**config.mk**
```make
export PLATFORM = sky130hd
export DESIGN_NAME = nn_cls_operand_streamer
export DESIGN_NICKNAME = d
export VERILOG_FILES = /design/src/rtl/nn_cls_pkg.sv /design/src/rtl/nn_cls_feat_buf.sv /design/src/rtl/nn_cls_operand_streamer.sv
export SDC_FILE = /design/constraint.sdc
export NUM_CORES = 1
export LEC_CHECK = 0
export CORE_MARGIN = 3
export CORE_UTILIZATION = 35
export CTS_CLUSTER_DIAMETER = 80
export DETAILED_ROUTE_END_ITERATION = 7
export PLACE_DENSITY_LB_ADDON = 0.08
export RECOVER_POWER = 25
export SLEW_MARGIN = 20
export SYNTH_ARGS = -nofsm -noshare
export SYNTH_HDL_FRONTEND = slang
export SYNTH_SLANG_ARGS = --single-unit
```
**constraint.sdc**
```tcl
create_clock -name clk -period 2.7 [get_ports clk]
set_input_delay 0.81 -clock clk [delete_from_list [all_inputs] [get_ports clk]]
set_output_delay 0.81 -clock clk [all_outputs]
set_load 0.01 [all_outputs]
```
**src/rtl/nn_cls_pkg.sv**
```systemverilog
// Shared constants and state type for the classifier operand streamer.
package nn_cls_pkg;

  localparam int DATA_WIDTH = 16;
  localparam int N_FEAT     = 9;
  localparam int ADDR_WIDTH = 4;
  localparam int N_LANES    = 3;
  localparam int FRAC_BITS  = 10;

  typedef enum logic [1:0] {
    LOAD      = 2'd0,
    STREAM    = 2'd1,
    WAIT_DONE = 2'd2
  } state_e;

endpackage

```
**src/rtl/nn_cls_feat_buf.sv**
```systemverilog
// Three-lane feature buffer: sample-major write port, parallel 3-lane read at index j.
module nn_cls_feat_buf #(
  parameter int DATA_WIDTH = nn_cls_pkg::DATA_WIDTH,
  parameter int N_FEAT     = nn_cls_pkg::N_FEAT,
  parameter int ADDR_WIDTH = nn_cls_pkg::ADDR_WIDTH
) (
  input  logic                  clk_i,
  input  logic                  we_i,
  input  logic [1:0]            lane_i,
  input  logic [ADDR_WIDTH-1:0] wr_idx_i,
  input  logic [DATA_WIDTH-1:0] wr_data_i,
  input  logic [ADDR_WIDTH-1:0] rd_idx_i,
  output logic [DATA_WIDTH-1:0] x1_o,
  output logic [DATA_WIDTH-1:0] x2_o,
  output logic [DATA_WIDTH-1:0] x3_o
);
  import nn_cls_pkg::*;

  logic [DATA_WIDTH-1:0] mem_q [N_LANES][N_FEAT];

  always_ff @(posedge clk_i) begin
    if (we_i && (int'(lane_i) < N_LANES) && (int'(wr_idx_i) < N_FEAT)) begin
      mem_q[lane_i][wr_idx_i] <= wr_data_i;
    end
  end

  always_comb begin
    x1_o = '0;
    x2_o = '0;
    x3_o = '0;
    if (int'(rd_idx_i) < N_FEAT) begin
      x1_o = mem_q[0][rd_idx_i];
      x2_o = mem_q[1][rd_idx_i];
      x3_o = mem_q[2][rd_idx_i];
    end
  end

endmodule

```
**src/rtl/nn_cls_operand_streamer.sv**
```systemverilog
// Buffers one batch of three feature vectors plus weights/bias and streams them to the classifier.
// Optional NN_CLS_PINGPONG_EN: double feature buffer so the next batch loads while streaming.
module nn_cls_operand_streamer #(
  parameter int DATA_WIDTH = nn_cls_pkg::DATA_WIDTH,
  parameter int N_FEAT     = nn_cls_pkg::N_FEAT,
  parameter int ADDR_WIDTH = nn_cls_pkg::ADDR_WIDTH
) (
  input  logic                  clk,
  input  logic                  rst,
  input  logic                  in_valid,
  output logic                  in_ready,
  input  logic [DATA_WIDTH-1:0] in_data,
  input  logic                  w_we,
  input  logic [ADDR_WIDTH-1:0] w_addr,
  input  logic [DATA_WIDTH-1:0] w_data,
  input  logic                  b_we,
  input  logic [DATA_WIDTH-1:0] b_data,
  input  logic                  cls_done,
  output logic                  start,
  output logic [DATA_WIDTH-1:0] x1j,
  output logic [DATA_WIDTH-1:0] x2j,
  output logic [DATA_WIDTH-1:0] x3j,
  output logic [DATA_WIDTH-1:0] wj,
  output logic [DATA_WIDTH-1:0] b1,
  output logic                  busy,
  output logic [7:0]            batch_cnt
);
  import nn_cls_pkg::*;

  localparam int CNT_W = $clog2(N_FEAT + 1);

  state_e                state_q, state_d;
  logic [ADDR_WIDTH-1:0] feat_cnt_q, feat_cnt_d;
  logic [1:0]            lane_cnt_q, lane_cnt_d;
  logic [CNT_W-1:0]      stream_cnt_q, stream_cnt_d;
  logic [7:0]            batch_cnt_q, batch_cnt_d;
  logic [DATA_WIDTH-1:0] w_q [N_FEAT];
  logic [DATA_WIDTH-1:0] w_d [N_FEAT];
  logic [DATA_WIDTH-1:0] bias_q, bias_d;
  logic                  start_q, start_d;
  logic [DATA_WIDTH-1:0] x1_q, x1_d, x2_q, x2_d, x3_q, x3_d, wj_q, wj_d, b1_q, b1_d;

  logic                  accept, last_word, load_op;
  logic [ADDR_WIDTH-1:0] rd_idx;
  logic [DATA_WIDTH-1:0] rd_x1, rd_x2, rd_x3;

  assign accept    = in_valid && in_ready;
  assign last_word = accept && (lane_cnt_q == 2'(N_LANES - 1))
                            && (feat_cnt_q == ADDR_WIDTH'(N_FEAT - 1));
  assign rd_idx    = (state_q == STREAM) ? ADDR_WIDTH'(stream_cnt_q) : '0;

`ifdef NN_CLS_PINGPONG_EN
  logic                  front_q, front_d;
  logic                  back_full_q, back_full_d;
  logic                  rd_bank;
  logic [DATA_WIDTH-1:0] b0_x1, b0_x2, b0_x3, b1_x1, b1_x2, b1_x3;

  // Writes always target the back bank; the bank about to be streamed is the back
  // bank on the swap edge and the front bank while streaming.
  assign in_ready = !rst && !back_full_q;
  assign rd_bank  = (state_q == STREAM) ? front_q : ~front_q;
  assign rd_x1    = rd_bank ? b1_x1 : b0_x1;
  assign rd_x2    = rd_bank ? b1_x2 : b0_x2;
  assign rd_x3    = rd_bank ? b1_x3 : b0_x3;

  nn_cls_feat_buf #(.DATA_WIDTH(DATA_WIDTH), .N_FEAT(N_FEAT), .ADDR_WIDTH(ADDR_WIDTH)) u_buf0 (
    .clk_i(clk), .we_i(accept && front_q), .lane_i(lane_cnt_q), .wr_idx_i(feat_cnt_q),
    .wr_data_i(in_data), .rd_idx_i(rd_idx), .x1_o(b0_x1), .x2_o(b0_x2), .x3_o(b0_x3)
  );
  nn_cls_feat_buf #(.DATA_WIDTH(DATA_WIDTH), .N_FEAT(N_FEAT), .ADDR_WIDTH(ADDR_WIDTH)) u_buf1 (
    .clk_i(clk), .we_i(accept && !front_q), .lane_i(lane_cnt_q), .wr_idx_i(feat_cnt_q),
    .wr_data_i(in_data), .rd_idx_i(rd_idx), .x1_o(b1_x1), .x2_o(b1_x2), .x3_o(b1_x3)
  );
`else
  assign in_ready = !rst && (state_q == LOAD);

  nn_cls_feat_buf #(.DATA_WIDTH(DATA_WIDTH), .N_FEAT(N_FEAT), .ADDR_WIDTH(ADDR_WIDTH)) u_buf (
    .clk_i(clk), .we_i(accept), .lane_i(lane_cnt_q), .wr_idx_i(feat_cnt_q),
    .wr_data_i(in_data), .rd_idx_i(rd_idx), .x1_o(rd_x1), .x2_o(rd_x2), .x3_o(rd_x3)
  );
`endif

  always_comb begin
    state_d      = state_q;
    feat_cnt_d   = feat_cnt_q;
    lane_cnt_d   = lane_cnt_q;
    stream_cnt_d = stream_cnt_q;
    batch_cnt_d  = batch_cnt_q;
    w_d          = w_q;
    bias_d       = bias_q;
    load_op      = 1'b0;
    start_d      = 1'b0;
    x1_d         = '0;
    x2_d         = '0;
    x3_d         = '0;
    wj_d         = '0;
    b1_d         = '0;
`ifdef NN_CLS_PINGPONG_EN
    front_d      = front_q;
    back_full_d  = back_full_q;
    if (last_word && (state_q != LOAD)) back_full_d = 1'b1;
`endif

    if (state_q != STREAM) begin
      if (w_we && (int'(w_addr) < N_FEAT)) w_d[w_addr] = w_data;
      if (b_we) bias_d = b_data;
    end

    if (accept) begin
      if (feat_cnt_q == ADDR_WIDTH'(N_FEAT - 1)) begin
        feat_cnt_d = '0;
        lane_cnt_d = (lane_cnt_q == 2'(N_LANES - 1)) ? 2'd0 : lane_cnt_q + 2'd1;
      end else begin
        feat_cnt_d = feat_cnt_q + ADDR_WIDTH'(1);
      end
    end

    // Index 0 is launched on the entry edge so start rises the cycle after the last word.
    unique case (state_q)
      LOAD: begin
        if (last_word) begin
          state_d      = STREAM;
          load_op      = 1'b1;
          stream_cnt_d = CNT_W'(1);
`ifdef NN_CLS_PINGPONG_EN
          front_d      = ~front_q;
`endif
        end
      end
      STREAM: begin
        if (stream_cnt_q == CNT_W'(N_FEAT)) begin
          state_d      = WAIT_DONE;
          stream_cnt_d = '0;
        end else begin
          load_op      = 1'b1;
          stream_cnt_d = stream_cnt_q + CNT_W'(1);
        end
      end
      WAIT_DONE: begin
        if (cls_done) begin
          batch_cnt_d  = batch_cnt_q + 8'd1;
          stream_cnt_d = '0;
`ifdef NN_CLS_PINGPONG_EN
          if (back_full_q || last_word) begin
            state_d      = STREAM;
            load_op      = 1'b1;
            stream_cnt_d = CNT_W'(1);
            front_d      = ~front_q;
            back_full_d  = 1'b0;
          end else begin
            state_d      = LOAD;
          end
`else
          feat_cnt_d   = '0;
          lane_cnt_d   = '0;
          state_d      = LOAD;
`endif
        end
      end
      default: state_d = LOAD;
    endcase

    if (load_op) begin
      start_d = 1'b1;
      x1_d    = rd_x1;
      x2_d    = rd_x2;
      x3_d    = rd_x3;
      wj_d    = (int'(rd_idx) < N_FEAT) ? w_d[rd_idx] : '0;
      b1_d    = bias_d;
    end
  end

  always_ff @(posedge clk) begin
    if (rst) begin
      state_q      <= LOAD;
      feat_cnt_q   <= '0;
      lane_cnt_q   <= '0;
      stream_cnt_q <= '0;
      batch_cnt_q  <= '0;
      w_q          <= '{default: '0};
      bias_q       <= '0;
      start_q      <= 1'b0;
      x1_q         <= '0;
      x2_q         <= '0;
      x3_q         <= '0;
      wj_q         <= '0;
      b1_q         <= '0;
`ifdef NN_CLS_PINGPONG_EN
      front_q      <= 1'b0;
      back_full_q  <= 1'b0;
`endif
    end else begin
      state_q      <= state_d;
      feat_cnt_q   <= feat_cnt_d;
      lane_cnt_q   <= lane_cnt_d;
      stream_cnt_q <= stream_cnt_d;
      batch_cnt_q  <= batch_cnt_d;
      w_q          <= w_d;
      bias_q       <= bias_d;
      start_q      <= start_d;
      x1_q         <= x1_d;
      x2_q         <= x2_d;
      x3_q         <= x3_d;
      wj_q         <= wj_d;
      b1_q         <= b1_d;
`ifdef NN_CLS_PINGPONG_EN
      front_q      <= front_d;
      back_full_q  <= back_full_d;
`endif
    end
  end

  assign start     = start_q;
  assign x1j       = x1_q;
  assign x2j       = x2_q;
  assign x3j       = x3_q;
  assign wj        = wj_q;
  assign b1        = b1_q;
  assign busy      = (state_q != LOAD);
  assign batch_cnt = batch_cnt_q;

endmodule

```
==> results.yml, run 1 <==
clocking:
  ctsLongestPathBuffers: 3
  cts_setup_buffers: 0
  clk_pin_slew_ps: 60
  cts_sinks: 693
  cts_made_buffers: 78
  clock_latency_ps: 610
  cts_tree: "done"
  root_buffer: "clkbuf_16"
  cts_max_level: 3
floorplan:
  rows: 100
  die-area_um2: 79300
  die_y_um: 282
  initial_utilization_pct: 35.5
  coreArea_um2: 74800
  boundaryPins: 149
  fp.dieW_um: 282
global_routing:
  grt_pass1_wl_um: 111000
  grt_max_degree: 158
  grt_antenna_before_repair: 2
  grt.overflow.total: 0
  grt_util_all_layers_pct: 18.6
  grt_pass1_vias: 17400
cells_and_area:
  regArea_um2: 18200
  multi_input_area_um2: 7770
  fin_nets: 2303
  drive_above_1_share_pct: 19.7
  n_fill_cell: 6840
  fin_util_pct: 44.1
  syn2layout_area_growth_pct: 24.0
route:
  drt_iter0_drc: 1154
  finalWirelength_um: 73900
  num_vias: 17000
  routedWlPerCell_um: 22.6
  ant_nets: 0
  remaining_drc_errors: 0
  vias_per_cell: 5.20
  drt_pass1_iterations: 5
sta:
  finalClockSkew_ps: 15.3
  timing.fmax_mhz: 405
  period_share_pct: 91.5
  worst_pin_slew_ps: 1690
  hold_viol: 0
  drv_slew: 56
  setup_viol: 0
  rsz0062_at_grt: "no"
  relSlewSlack_pct: -12.6
  fin_crit_ps: 2470
pwr:
  p_leak_nw: 11.8
  ir_worst_vdd_v: 0.000448
  swShare_pct: 20.8
  power_frac_comb_pct: 2.5
  power.switching_mw: 4.63
  p_int_mw: 17.6
  power_mw: 22.2
  p_clk_share_pct: 46.6
  p_seq_share_pct: 50.9
  power.density_nw_per_um2: 674
synth:
  synth_cell_types: 46
  syn_area_um2: 26600
  synth_edf_count: 432
  ys_ff_latch: 693
  netlist_top_cells_count: "edfxtp_1 (432), dfxtp_1 (261), nor2_1 (246)"
  syn_inst: 2002
  synth_top_cell_by_area: "edfxtp_1"
  ys.flop_type: "edfxtp_1"
  yosysMostFrequentCell: "edfxtp_1"
  ys_top_cells_by_area: "edfxtp_1 (49%), dfxtp_1 (20%), mux2i_1 (4.7%)"
  seq_area_frac_synth_pct: 68.4
  yosysTopAreaCellShare_pct: 48.8
  async_flop_share_pct: 0
  synth_fp_nets: 2073
  avgSynthCellArea_um2: 13.3
  yosysWarnings: 0
critical_path:
  crit_family: "buffers and inverters"
  cp_num_buf_inv: 3
  slowest_delay_ps: 390
  end_kind: "primary output"
  required_ps: 1890
  path_max_fanout: 5
  cp_slowest_cell: "dfxtp_2"
  cp.arrival_ps: 1660
  crit_type: "register to primary output"
  worstSetupStartpointType: "register"
  path_cells: "inv_2 -> ha_4 -> inv_1 -> nor2_1 -> dlygate4sd2_1"
place:
  routabilityCongestion: 0.774
  dpl.hpwl_um: 44500
  port_buffers: 148
flow_run:
  maxCapViolCount: 2
status:
  status: "finished with violations"
  violations: "max-capacitance violations, max-slew violations"
min_path:
  hp-class: "register to register"
repair_timing:
item,4_1_cts,5_1_grt
setup endpoints to repair,2,0
gates resized for setup,8,0
hold endpoints to repair,0,0
hold buffers,0,0
cells by family (layout without fill, tap and decap cells):
family | count (synthesis) | count (layout) | share of synthesized area (%)
xor+xnor | 7 | 7 | 0.231
buf+inv | 174 | 468 | 2.58
other cells | 0 | 2 | 0
compound gates | 414 | 414 | 10.8
flops | 693 | 693 | 68.4
fa+ha+maj | 13 | 13 | 0.612
mux | 233 | 233 | 9.78
simple gates | 468 | 468 | 7.55
metal layers:
layer	wire [um]	share of wire [%]	GRT usage, %	vias up
met3	3050	4.1	2.69	109
met5	0	0	0	-
met1	32200	44	24.0	8543
met2	37000	50	32.5	395
li1	-	-	-	7952
met4	1710	2.3	5.45	0
metrics by stage:
step           setup WS, ps  area [um2]  hold slack, ps  TNS, ps  std cells
2_1_floorplan         -42.0       26600             433    -1790       2002
3_3_place_gp           -253       30500             439   -14830       3121
4_1_cts                 167       33000             454        0       3265
6_report                230       33000             452        0       3267
5_1_grt                 129       33000             462        0       3265
3_5_place_dp           -312       30500             446   -20340       3121
power groups by stage:
stage | Sequential [mW] | Clock [mW] | Combinational (mW)
2_1_floorplan | 11.5 | 0 | 0.222
3_3_place_gp | 11.5 | 0 | 0.565
3_5_place_dp | 11.5 | 0 | 0.577
4_1_cts | 11.3 | 10.7 | 0.578
5_1_grt | 11.3 | 11.1 | 0.608
6_report | 11.3 | 10.4 | 0.555
sequential cells by signal, summed over array words and instances, names as in the netlist, 8 cells and up:
register     flops
x1j             16
batch_cnt        8
x2j             16
x3j             16
w_q            144
u_buf.mem_q    432
bias_q          16
wj              16
b1              16
final timing paths:
kind / startpoint / slack, ps / cells past startpoint / to
max: state_q[0]$_SDFFE_PP0P_ / 230 / 5 / in_ready
min: w_q[25]$_SDFF_PP0_ / 450 / 2 / w_q[25]$_SDFF_PP0_
max reg2reg: state_q[1]$_SDFFE_PP0P_ / 300 / 7 / x3j[13]$_SDFF_PP0_
min reg2reg: w_q[25]$_SDFF_PP0_ / 450 / 2 / w_q[25]$_SDFF_PP0_
worst register-to-register path: stages, from the launching register on:
cell and delay [ps]:
dfxtp_2 340, inv_2 100, ha_4 270, buf_4 340, nand2_1 450, o21ai_4 410, buf_12 260, nor2_1 120
cell type report:
type | instances | share of cell area [%]
flip-flops and latches | 693 | 55.3
multi-input cells | 1135 | 23.6
repair buffers | 314 | 9.68
clock buffers | 113 | 7.06
well taps | 969 | 3.68
clock inverters | 31 | 0.623
inverters | 10 | 0.114
diodes | 2 | 0.0152
placed cells by master (no fill, tap or decap), drive strengths merged, types with 6 or more instances in the layout:
cell type,n
clkdlybuf4s50,132
nand3,18
a21oi,126
o22ai,31
dlygate4sd3,13
a221o,48
a31o,36
a211oi,14
mux2i,126
a22oi,85
nor2,246
inv,13
o21ai,42
nand4,6
mux2,95
dfxtp,261
o32ai,11
xor2,6
mux4,12
nor2b,18
nor3,36
edfxtp,432
clkbuf,126
ha,13
buf,154
nand2,110
o221a,10
clkinv,27
Power figures use the tool's default switching activity.
==> inputs of run 2 (changes only) <==
Settings changed: ABC_CLOCK_PERIOD_IN_PS set to 2700.
==> results of run 2 <==
Same layout as run 1: the final DEF is identical, and so are final timing and power.
